[config.mk]
export PLATFORM = sky130hd
export DESIGN_NAME = norm32_seq
export DESIGN_NICKNAME = d
export VERILOG_FILES = /design/src/rtl/norm32_pkg.sv /design/src/rtl/norm_step.sv /design/src/rtl/norm32_seq.sv
export SDC_FILE = /design/constraint.sdc
export NUM_CORES = 1
export LEC_CHECK = 0
export CAP_MARGIN = 20
export CORE_MARGIN = 1.5
export CORE_UTILIZATION = 24
export CTS_BUF_LIST = sky130_fd_sc_hd__clkbuf_8
export DETAILED_ROUTE_END_ITERATION = 12
export DONT_BUFFER_PORTS = 1
export PLACE_DENSITY = 0.38
export SLEW_MARGIN = 20
export SYNTH_ARGS = -nofsm -noshare
export SYNTH_HDL_FRONTEND = slang
export SYNTH_HIERARCHICAL = 1
export SYNTH_SLANG_ARGS = --single-unit
[constraint.sdc]
create_clock -name sys_clk -period 6.3 [get_ports sys_clk]
set_input_delay 1.575 -clock sys_clk [delete_from_list [all_inputs] [get_ports sys_clk]]
set_output_delay 1.575 -clock sys_clk [all_outputs]
set_load 0.01 [all_outputs]
[src/rtl/norm32_pkg.sv]
// Shared types and constants for the sequential 32-bit normaliser.
// Latency: n/a (package only).
// Backpressure: n/a (package only).
package norm32_pkg;

    // One state per binary-search step, plus idle and result-hold states.
    typedef enum logic [2:0] {
        ST_IDLE = 3'd0,
        ST_S16  = 3'd1,
        ST_S8   = 3'd2,
        ST_S4   = 3'd3,
        ST_S2   = 3'd4,
        ST_S1   = 3'd5,
        ST_DONE = 3'd6
    } state_t;

    localparam logic [4:0] STEP_16 = 5'd16;
    localparam logic [4:0] STEP_8  = 5'd8;
    localparam logic [4:0] STEP_4  = 5'd4;
    localparam logic [4:0] STEP_2  = 5'd2;
    localparam logic [4:0] STEP_1  = 5'd1;

    localparam logic MODE_UNSIGNED = 1'b0;
    localparam logic MODE_SIGNED   = 1'b1;

    // Shift width examined in each search state; zero outside the search.
    function automatic logic [4:0] step_width(input state_t s);
        logic [4:0] k;
        k = 5'd0;
        case (s)
            ST_S16:  k = STEP_16;
            ST_S8:   k = STEP_8;
            ST_S4:   k = STEP_4;
            ST_S2:   k = STEP_2;
            ST_S1:   k = STEP_1;
            default: k = 5'd0;
        endcase
        return k;
    endfunction

endpackage

[src/rtl/norm_step.sv]
// One binary-search step: tests whether the top k bits are redundant and offers x << k.
// Latency: combinational.
// Backpressure: none (pure function of its inputs).
module norm_step
    import norm32_pkg::*;
(
    input  logic [31:0] x,
    input  logic [4:0]  k,
    input  logic        mode,
    output logic        redundant,
    output logic [31:0] x_shifted
);

    logic [31:0] mask_u;
    logic [31:0] mask_s;
    logic [5:0]  k_plus1;

    // Unsigned looks at the top k bits; signed needs the top k+1 bits to agree
    // so the sign bit survives the shift.
    assign k_plus1   = {1'b0, k} + 6'd1;
    assign mask_u    = ~(32'hFFFF_FFFF >> k);
    assign mask_s    = ~(32'hFFFF_FFFF >> k_plus1);
    assign redundant = (mode == MODE_SIGNED) ?
                       (((x ^ {32{x[31]}}) & mask_s) == 32'd0) :
                       ((x & mask_u) == 32'd0);
    assign x_shifted = x << k;

endmodule

[src/rtl/norm32_seq.sv]
// Sequential normaliser: returns a << cnt where cnt is the leading-zero / redundant-sign count.
// Latency: accept edge, five search edges, result held from the cycle after the fifth step.
// Backpressure: result held in DONE until out_ready; no new operand accepted until then.
module norm32_seq
    import norm32_pkg::*;
(
    input  logic        sys_clk,
    input  logic        resetl,
    input  logic        in_valid,
    output logic        in_ready,
    input  logic        mode,
    input  logic [31:0] a,
    output logic        out_valid,
    input  logic        out_ready,
    output logic [31:0] z,
    output logic [5:0]  cnt,
    output logic        zero
);

    state_t      state;
    logic [31:0] x_r;
    logic [5:0]  cnt_r;
    logic        zero_r;
    logic        mode_r;

    logic [4:0]  k;
    logic        step_red;
    logic [31:0] step_x;

    assign k = step_width(state);

    norm_step u_step (
        .x         (x_r),
        .k         (k),
        .mode      (mode_r),
        .redundant (step_red),
        .x_shifted (step_x)
    );

    // Search FSM with working value, count accumulator and zero latch.
    always_ff @(posedge sys_clk or negedge resetl) begin
        if (!resetl) begin
            state  <= ST_IDLE;
            x_r    <= 32'd0;
            cnt_r  <= 6'd0;
            zero_r <= 1'b0;
            mode_r <= MODE_UNSIGNED;
        end else begin
            case (state)
                ST_IDLE: begin
                    if (in_valid) begin
                        x_r    <= a;
                        cnt_r  <= 6'd0;
                        mode_r <= mode;
                        zero_r <= (a == 32'd0);
                        state  <= ST_S16;
                    end
                end
                ST_S16, ST_S8, ST_S4, ST_S2: begin
                    if (step_red) begin
                        x_r   <= step_x;
                        cnt_r <= cnt_r + {1'b0, k};
                    end
                    state <= state_t'(state + 3'd1);
                end
                ST_S1: begin
                    // An unsigned zero operand reports a full-width count of 32.
                    if (zero_r && (mode_r == MODE_UNSIGNED)) begin
                        x_r   <= 32'd0;
                        cnt_r <= 6'd32;
                    end else if (step_red) begin
                        x_r   <= step_x;
                        cnt_r <= cnt_r + {1'b0, k};
                    end
                    state <= ST_DONE;
                end
                ST_DONE: begin
                    if (out_ready) begin
                        state <= ST_IDLE;
                    end
                end
                default: state <= ST_IDLE;
            endcase
        end
    end

    // Handshake flags decode straight from the state register.
    assign in_ready  = (state == ST_IDLE);
    assign out_valid = (state == ST_DONE);
    assign z         = x_r;
    assign cnt       = cnt_r;
    assign zero      = zero_r;

endmodule

Word-level counts from Yosys, hierarchy flattened --
Cells that the tools add are included.
Word-level totals: bits in registers 43
Operators by class: shifts and indexed selects 3, equal/unequal tests 8, add/sub/neg operators 3, multiplexer cells 13, reduce and logical (&&, ||, !) cells 10, bitwise operators 6
Operators with widths (count):
- $logic_not 32->1 | 3
- $mux 32 | 3
- $pmux 32 s3 | 1
- $and 32x32->32 | 2
- $not 32->32 | 2
- $shl 32x5->32 | 1
- $shr 32x5->32 const A | 1
- $shr 32x6->32 const A | 1
- $xor 32x32->32 | 1
- $pmux 5 s5 | 1
- $mux 6 | 3
- $pmux 6 s3 | 1
- $pmux 3 s4 | 1
- $eq 3x3->1 const B | 3
- $add 5x1->6 const B | 1
- $add 6x5->6 | 1
- $eq 3x2->1 const B | 2
- $mux 3 | 2
- $reduce_and 2->1 | 3
- $reduce_or 4->1 | 1
- $add 3x1->3 const B | 1
- $eq 3x1->1 const B | 1
- $logic_not 3->1 | 1
- $reduce_bool 3->1 | 1
- other kinds (5) | 5

Longest topological paths before layout --
depth in word-level cells 11, gate-level depth with buffers 19, mapped depth without buffers 14

Cells and area by module --
Netlist, hierarchy kept.
Modules (own cells, without submodules):
- norm_step | cells an instance 379, instances 1, area an instance 2747.6 um2, seq. area each 0.0 um2
- norm32_seq | cells an instance 231, instances 1, area an instance 2488.6 um2, seq. area each 1076.0 um2

Worst setup path after synthesis --
Ideal clock, no wire load.
kind flip-flop to flip-flop, start reg state[0], end reg x_r[10], in the netlist z[10], arrival 3.352 ns, path slack 2.823 ns, library setup time 0.126 ns, cell stages (with the launch flop) 19, clock period less this slack 3.477 ns, cell sequence dfrtp_1 -> inv_1 -> ha_1 -> buf_6 -> nand2_1 -> inv_1 -> buf_4 -> buf_4 -> o31ai_2 -> nand2_1 -> a22o_1 -> nor4_1 -> nand4_1 -> o21ai_1 -> clkbuf_1 -> inv_1 -> a21o_2 -> buf_4 -> a221o_1
On the way: cells in the longest elaborated chain, start to end 11, elaborated cells between the ends (all ways) 25, those cells by class 1 x add/sub; 6 x eq/ne; 3 x shift; 5 x mux; 4 x bitwise; 6 x reduce/logical
RTL lines:
- from (decl) | line norm32_seq.sv:20 | state_t state;
- from (signal assigned) | line norm32_seq.sv:64 | state <= state_t'(state + 3'd1);
- $eq 3x3->1 (tied with other cells) | line norm32_pkg.sv:30 | case (s)
- $pmux 5 s5 * | line norm32_pkg.sv:30
- net k[1] | line norm32_seq.sv:26 | logic [4:0] k;
- $add 5x1->6 | line norm_step.sv:20 | assign k_plus1 = {1'b0, k} + 6'd1;
- $shr 32x6->32 | line norm_step.sv:22 | assign mask_s = ~(32'hFFFF_FFFF >> k_plus1);
- $not 32->32 | line norm_step.sv:22
- $and 32x32->32 | line norm_step.sv:24 | (((x ^ {32{x[31]}}) & mask_s) == 32'd0) :
- $logic_not 32->1 | line norm_step.sv:24
- $mux 1 * | line norm_step.sv:23 | assign redundant = (mode == MODE_SIGNED) ?
- net step_red | line norm32_seq.sv:27 | logic step_red;
- $mux 32 * | line norm32_seq.sv:60, norm32_seq.sv:71
- $mux 32 | line norm32_seq.sv:68 | if (zero_r && (mode_r == MODE_UNSIGNED)) begin
- $pmux 32 s3 * | line norm32_seq.sv:49 | case (state)
- to (signal assigned) | line norm32_seq.sv:61 | x_r <= step_x;
- to (signal assigned) | line norm32_seq.sv:72 | x_r <= step_x;
- to (decl) | line norm32_seq.sv:21 | logic [31:0] x_r;
Mark *: on every way through the listed nets, which the timed path passes. The rest lies on a longest branch. A chain may end at the register's enable or synchronous reset.

Worst setup path in the final report --
start reg state[0], end reg cnt_r[3], in the netlist cnt[3]
On the way: cells in the longest elaborated chain, start to end 11, elaborated cells between the ends (all ways) 25, those cells by class 2 x add/sub; 6 x eq/ne; 2 x shift; 5 x mux; 4 x bitwise; 6 x reduce/logical
RTL lines:
- $eq 3x3->1 (tied with other cells) | line norm32_pkg.sv:30
- $pmux 5 s5 * | line norm32_pkg.sv:30
- net k[3] | line norm32_seq.sv:26
- $add 5x1->6 | line norm_step.sv:20
- $shr 32x6->32 | line norm_step.sv:22
- $not 32->32 | line norm_step.sv:22
- $and 32x32->32 | line norm_step.sv:24
- $logic_not 32->1 | line norm_step.sv:24
- $mux 1 * | line norm_step.sv:23
- net step_red | line norm32_seq.sv:27
- $mux 6 * | line norm32_seq.sv:60, norm32_seq.sv:71
- $mux 6 | line norm32_seq.sv:68
- $pmux 6 s3 * | line norm32_seq.sv:49
- to (signal assigned) | line norm32_seq.sv:62 | cnt_r <= cnt_r + {1'b0, k};
- to (signal assigned) | line norm32_seq.sv:73 | cnt_r <= cnt_r + {1'b0, k};
- to (decl) | line norm32_seq.sv:22 | logic [5:0] cnt_r;
Marks and branches as above.

==> reports/metrics.yaml <==
die:
  die_area_um2: 22700
  die_h_um: 151
  core_area_um2: 21200
  start_util_pct: 24.7
  ios: 78
  fp-row-count: 53
  die_w_um: 151
route:
  ant_nets: 0
  drtPass1Iterations: 7
  viasPerCell: 6.30
  wl_met3_mm: 2.18
  drcViolationCount: 0
  top_layer_used: "met4"
  route.met2.wl_mm: 10.5
  met1_length_mm: 10.2
  routedWlPerCell_um: 28.2
  vias: 5303
  drtIter0Drc: 491
  routed_wirelength_mm: 23.7
setup_path:
  cp-start-kind: "flop"
  ff2ff_path_depth: 15
  endpoint: "cnt[3]$_DFFE_PN0P_"
  r2r_setup_slack_ns: 1.51
  crit_type: "flop to flop"
  r2r-start: "state[0]$_DFFE_PN0P_"
  critPathRequiredTime_ns: 6.56
  end_kind: "flop"
  reg2reg_to: "cnt[3]$_DFFE_PN0P_"
  critPathArrivalTime_ns: 5.05
  crit_start: "state[0]$_DFFE_PN0P_"
  critical_path.max_fanout: 33
yosys:
  synth-main-ff-cell: "dfrtp_1"
  synth-edff-count: 0
  synth_cell_types: 82
  synth_compound_area_share_pct: 32.7
  yosysWarnings: 6
  synth_top_family_by_area: "compound AO/OA/AOI/OAI gates"
  ys_ff_latch: 43
  ys_seq_area_share_pct: 20.5
  synthMuxAreaShare_pct: 17.6
  syn_area_um2: 5240
  syn-num-nets: 658
  synthArstFlopShare_pct: 100
  synth_xor_area_share_pct: 1.67
  synth_cells: 610
  syn_area_per_cell_um2: 8.58
  yosys.area_share.simple_pct: 16.3
  synth_fa_ha_area_share_pct: 2.99
clock_network:
  clock_latency_ns: 0.32
  clock_path_buffers: 2
  cts-htree-levels: 2
  cts-root-buf: "clkbuf_8"
  clkTransAtPathRegs_ns: 0.10
  cts_tree: "yes"
  post-cts-setup-buffer-count: 0
  numCtsBuffers: 5
  cts.sinks: 43
  ctsHoldBuffers: 0
  cts_resized: 0
sta:
  finalHoldWorstSlack_ns: 0.560
  fmax_mhz: 209
  min_period_ns: 4.79
  finClkSkew_ns: 0.0116
  period_share_pct: 76.0
  finalSetupViolCount: 0
  finalSetupTns_ns: 0
  worst_pin_slew_ns: 0.903
  finalHoldViolCount: 0
  rsz0062_at_grt: "false"
  worst_slack_ns: 1.51
  drv_slew: 0
  max-slew-margin-rel_pct: 39.8
final_layout:
  fin_cells: 842
  final_area_um2: 5450
  area_growth_pct: 3.99
  layout.nets: 614
  nFillCells: 2330
  n_antenna_cell: 0
  drive_gt1_share_pct: 14.1
outcome:
  outcome: "completed"
placement:
  finalWeightedCongestion: 0.927
  hpwl_mm: 17.2
  place_inst: 834
  place_ws_ns: 1.55
  io_buffers: 0
  placed_cell_area_um2: 5330
grt:
  grt_pass1_vias: 5268
  overflow: 0
  grt_max_degree: 44
  antenna_found_initial: 0
  grt_pass1_wl_mm: 35.1
  grt_usage_pct: 21.0
power_and_ir_drop:
  power_leakage_nw: 2.03
  powerDensity_nw_per_um2: 595
  vdd_ir_drop_max_mv: 0.285
job:
  maxCapViolCount: 0
worst_hold_path:
  hold_path_class: "flop to flop"
-- report_power, final --
group / internal [W] / total (W) / switching [W]
clock: 0.000118 / 0.000234 / 0.000116
combinational: 0.000845 / 0.00218 / 0.00133
sequential: 0.000384 / 0.000831 / 0.000447
total: 0.00135 / 0.00324 / 0.00189
-- synth_stat cells (all sizes together), types with 7 or more instances --
cell type | instances | area [um2]
mux2 | 14 | 158
nor3 | 10 | 50.1
and2 | 8 | 52.6
nor4 | 11 | 68.8
buf | 40 | 273
mux2i | 36 | 360
nor2 | 52 | 205
ha | 10 | 125
nor2b | 7 | 43.8
a211oi | 11 | 82.6
a221o | 10 | 100
o2bb2ai | 22 | 193
dfrtp | 43 | 1080
o22ai | 12 | 81.3
a21oi | 31 | 155
clkbuf | 23 | 87.6
mux4 | 18 | 405
a22o | 9 | 78.8
o21ai | 46 | 230
a32oi | 21 | 184
nand2 | 37 | 139
inv | 17 | 63.8
nand2b | 7 | 43.8
and3 | 12 | 75.1
-- flip-flops by register name (all words and copies together), names as in the netlist --
| register | flops |
|---|---|
| mode_r | 1 |
| z | 32 |
| state | 3 |
| zero | 1 |
| cnt | 6 |
-- cell families (layout without fill, tap and decap cells) --
family | Yosys count | count (layout)
simple gates | 168 | 168
compound gates | 228 | 228
flops | 43 | 43
buf+inv | 81 | 38
fa+ha+maj | 12 | 12
mux | 68 | 68
xor+xnor | 10 | 10
-- worst max-delay path, stage by stage (launching register included) --
cell,delay (ns)
dfrtp_1,0.43
inv_1,0.10
ha_1,0.25
nand2b_1,0.12
inv_2,0.28
a2111oi_1,0.83
o22ai_1,0.23
nor4_1,0.35
and4b_1,0.28
o2111ai_1,0.15
o21ai_2,0.19
buf_4,0.34
inv_1,0.10
a21oi_1,0.61
and2_4,0.29
a22o_1,0.12
-- how the worst min path moves through the flow --
| stage | startpoint | end | slack (ns) | cells after the start |
|---|---|---|---|---|
| after floorplan | state[1]$_DFFE_PN0P_ | state[1]$_DFFE_PN0P_ | 0.49 | 2 |
| after global placement | state[1]$_DFFE_PN0P_ | state[1]$_DFFE_PN0P_ | 0.54 | 2 |
| after detailed placement | state[1]$_DFFE_PN0P_ | state[1]$_DFFE_PN0P_ | 0.54 | 2 |
| after CTS | state[1]$_DFFE_PN0P_ | state[1]$_DFFE_PN0P_ | 0.57 | 2 |
| after global routing | state[1]$_DFFE_PN0P_ | state[1]$_DFFE_PN0P_ | 0.59 | 2 |
| final | state[1]$_DFFE_PN0P_ | state[1]$_DFFE_PN0P_ | 0.56 | 2 |
-- through the flow --
step	utilization [%]	total power, W
floorplan	-	0.00229
global placement	25.1	0.00297
detailed placement	25.1	0.00296
CTS	25.7	0.00320
global route	25.7	0.00345
finish	25.7	0.00324
-- cell type report --
cell class              instances  area, um2  area share [%]
flip-flops and latches         43       1080            19.8
clock buffers                   5       68.8            1.26
multi-input cells             486       3750            68.9
well taps                     275        344            6.32
clock inverters                 3       43.8           0.804
repair buffers                 12       90.1            1.65
inverters                      18       67.6            1.24
-- per-layer routing --
| metal | GRT usage [%] | vias to the layer above |
|---|---|---|
| met2 | 32.4 | 255 |
| met3 | 5.67 | 53 |
| met5 | 0 | - |
| met1 | 27.8 | 2701 |
| li1 | - | 2294 |
| met4 | 7.96 | 0 |
-- layout by cell type, fill, tap and decap left out, types with 4 or more instances in the layout --
cell type / synthesis / layout
a221o_1: 10 / 10
nor4_1: 11 / 11
nor3_1: 10 / 9
dfrtp_1: 43 / 42
o2111ai_1: 5 / 5
mux2_2: 14 / 14
and2_1: 7 / 6
nor2_1: 50 / 50
o211a_1: 5 / 5
xor2_1: 4 / 4
nor2b_1: 7 / 6
nand2_1: 37 / 37
a32oi_1: 21 / 21
a22o_1: 9 / 9
o211ai_1: 5 / 5
a211oi_1: 11 / 11
o21ai_1: 7 / 6
buf_4: 10 / 12
nand3_1: 4 / 4
mux2i_1: 36 / 36
o21a_1: 6 / 6
nand4_1: 5 / 5
ha_1: 10 / 9
inv_1: 16 / 15
clkbuf_8: 0 / 5
and3_1: 12 / 12
mux4_2: 18 / 18
nand2b_1: 7 / 7
o21ai_0: 39 / 39
o2bb2ai_1: 22 / 22
xnor2_1: 6 / 6
o22ai_1: 11 / 11
a31oi_1: 6 / 6
a21oi_1: 31 / 31
a21o_1: 5 / 5
No activity file was read; power rests on OpenSTA's default activity.
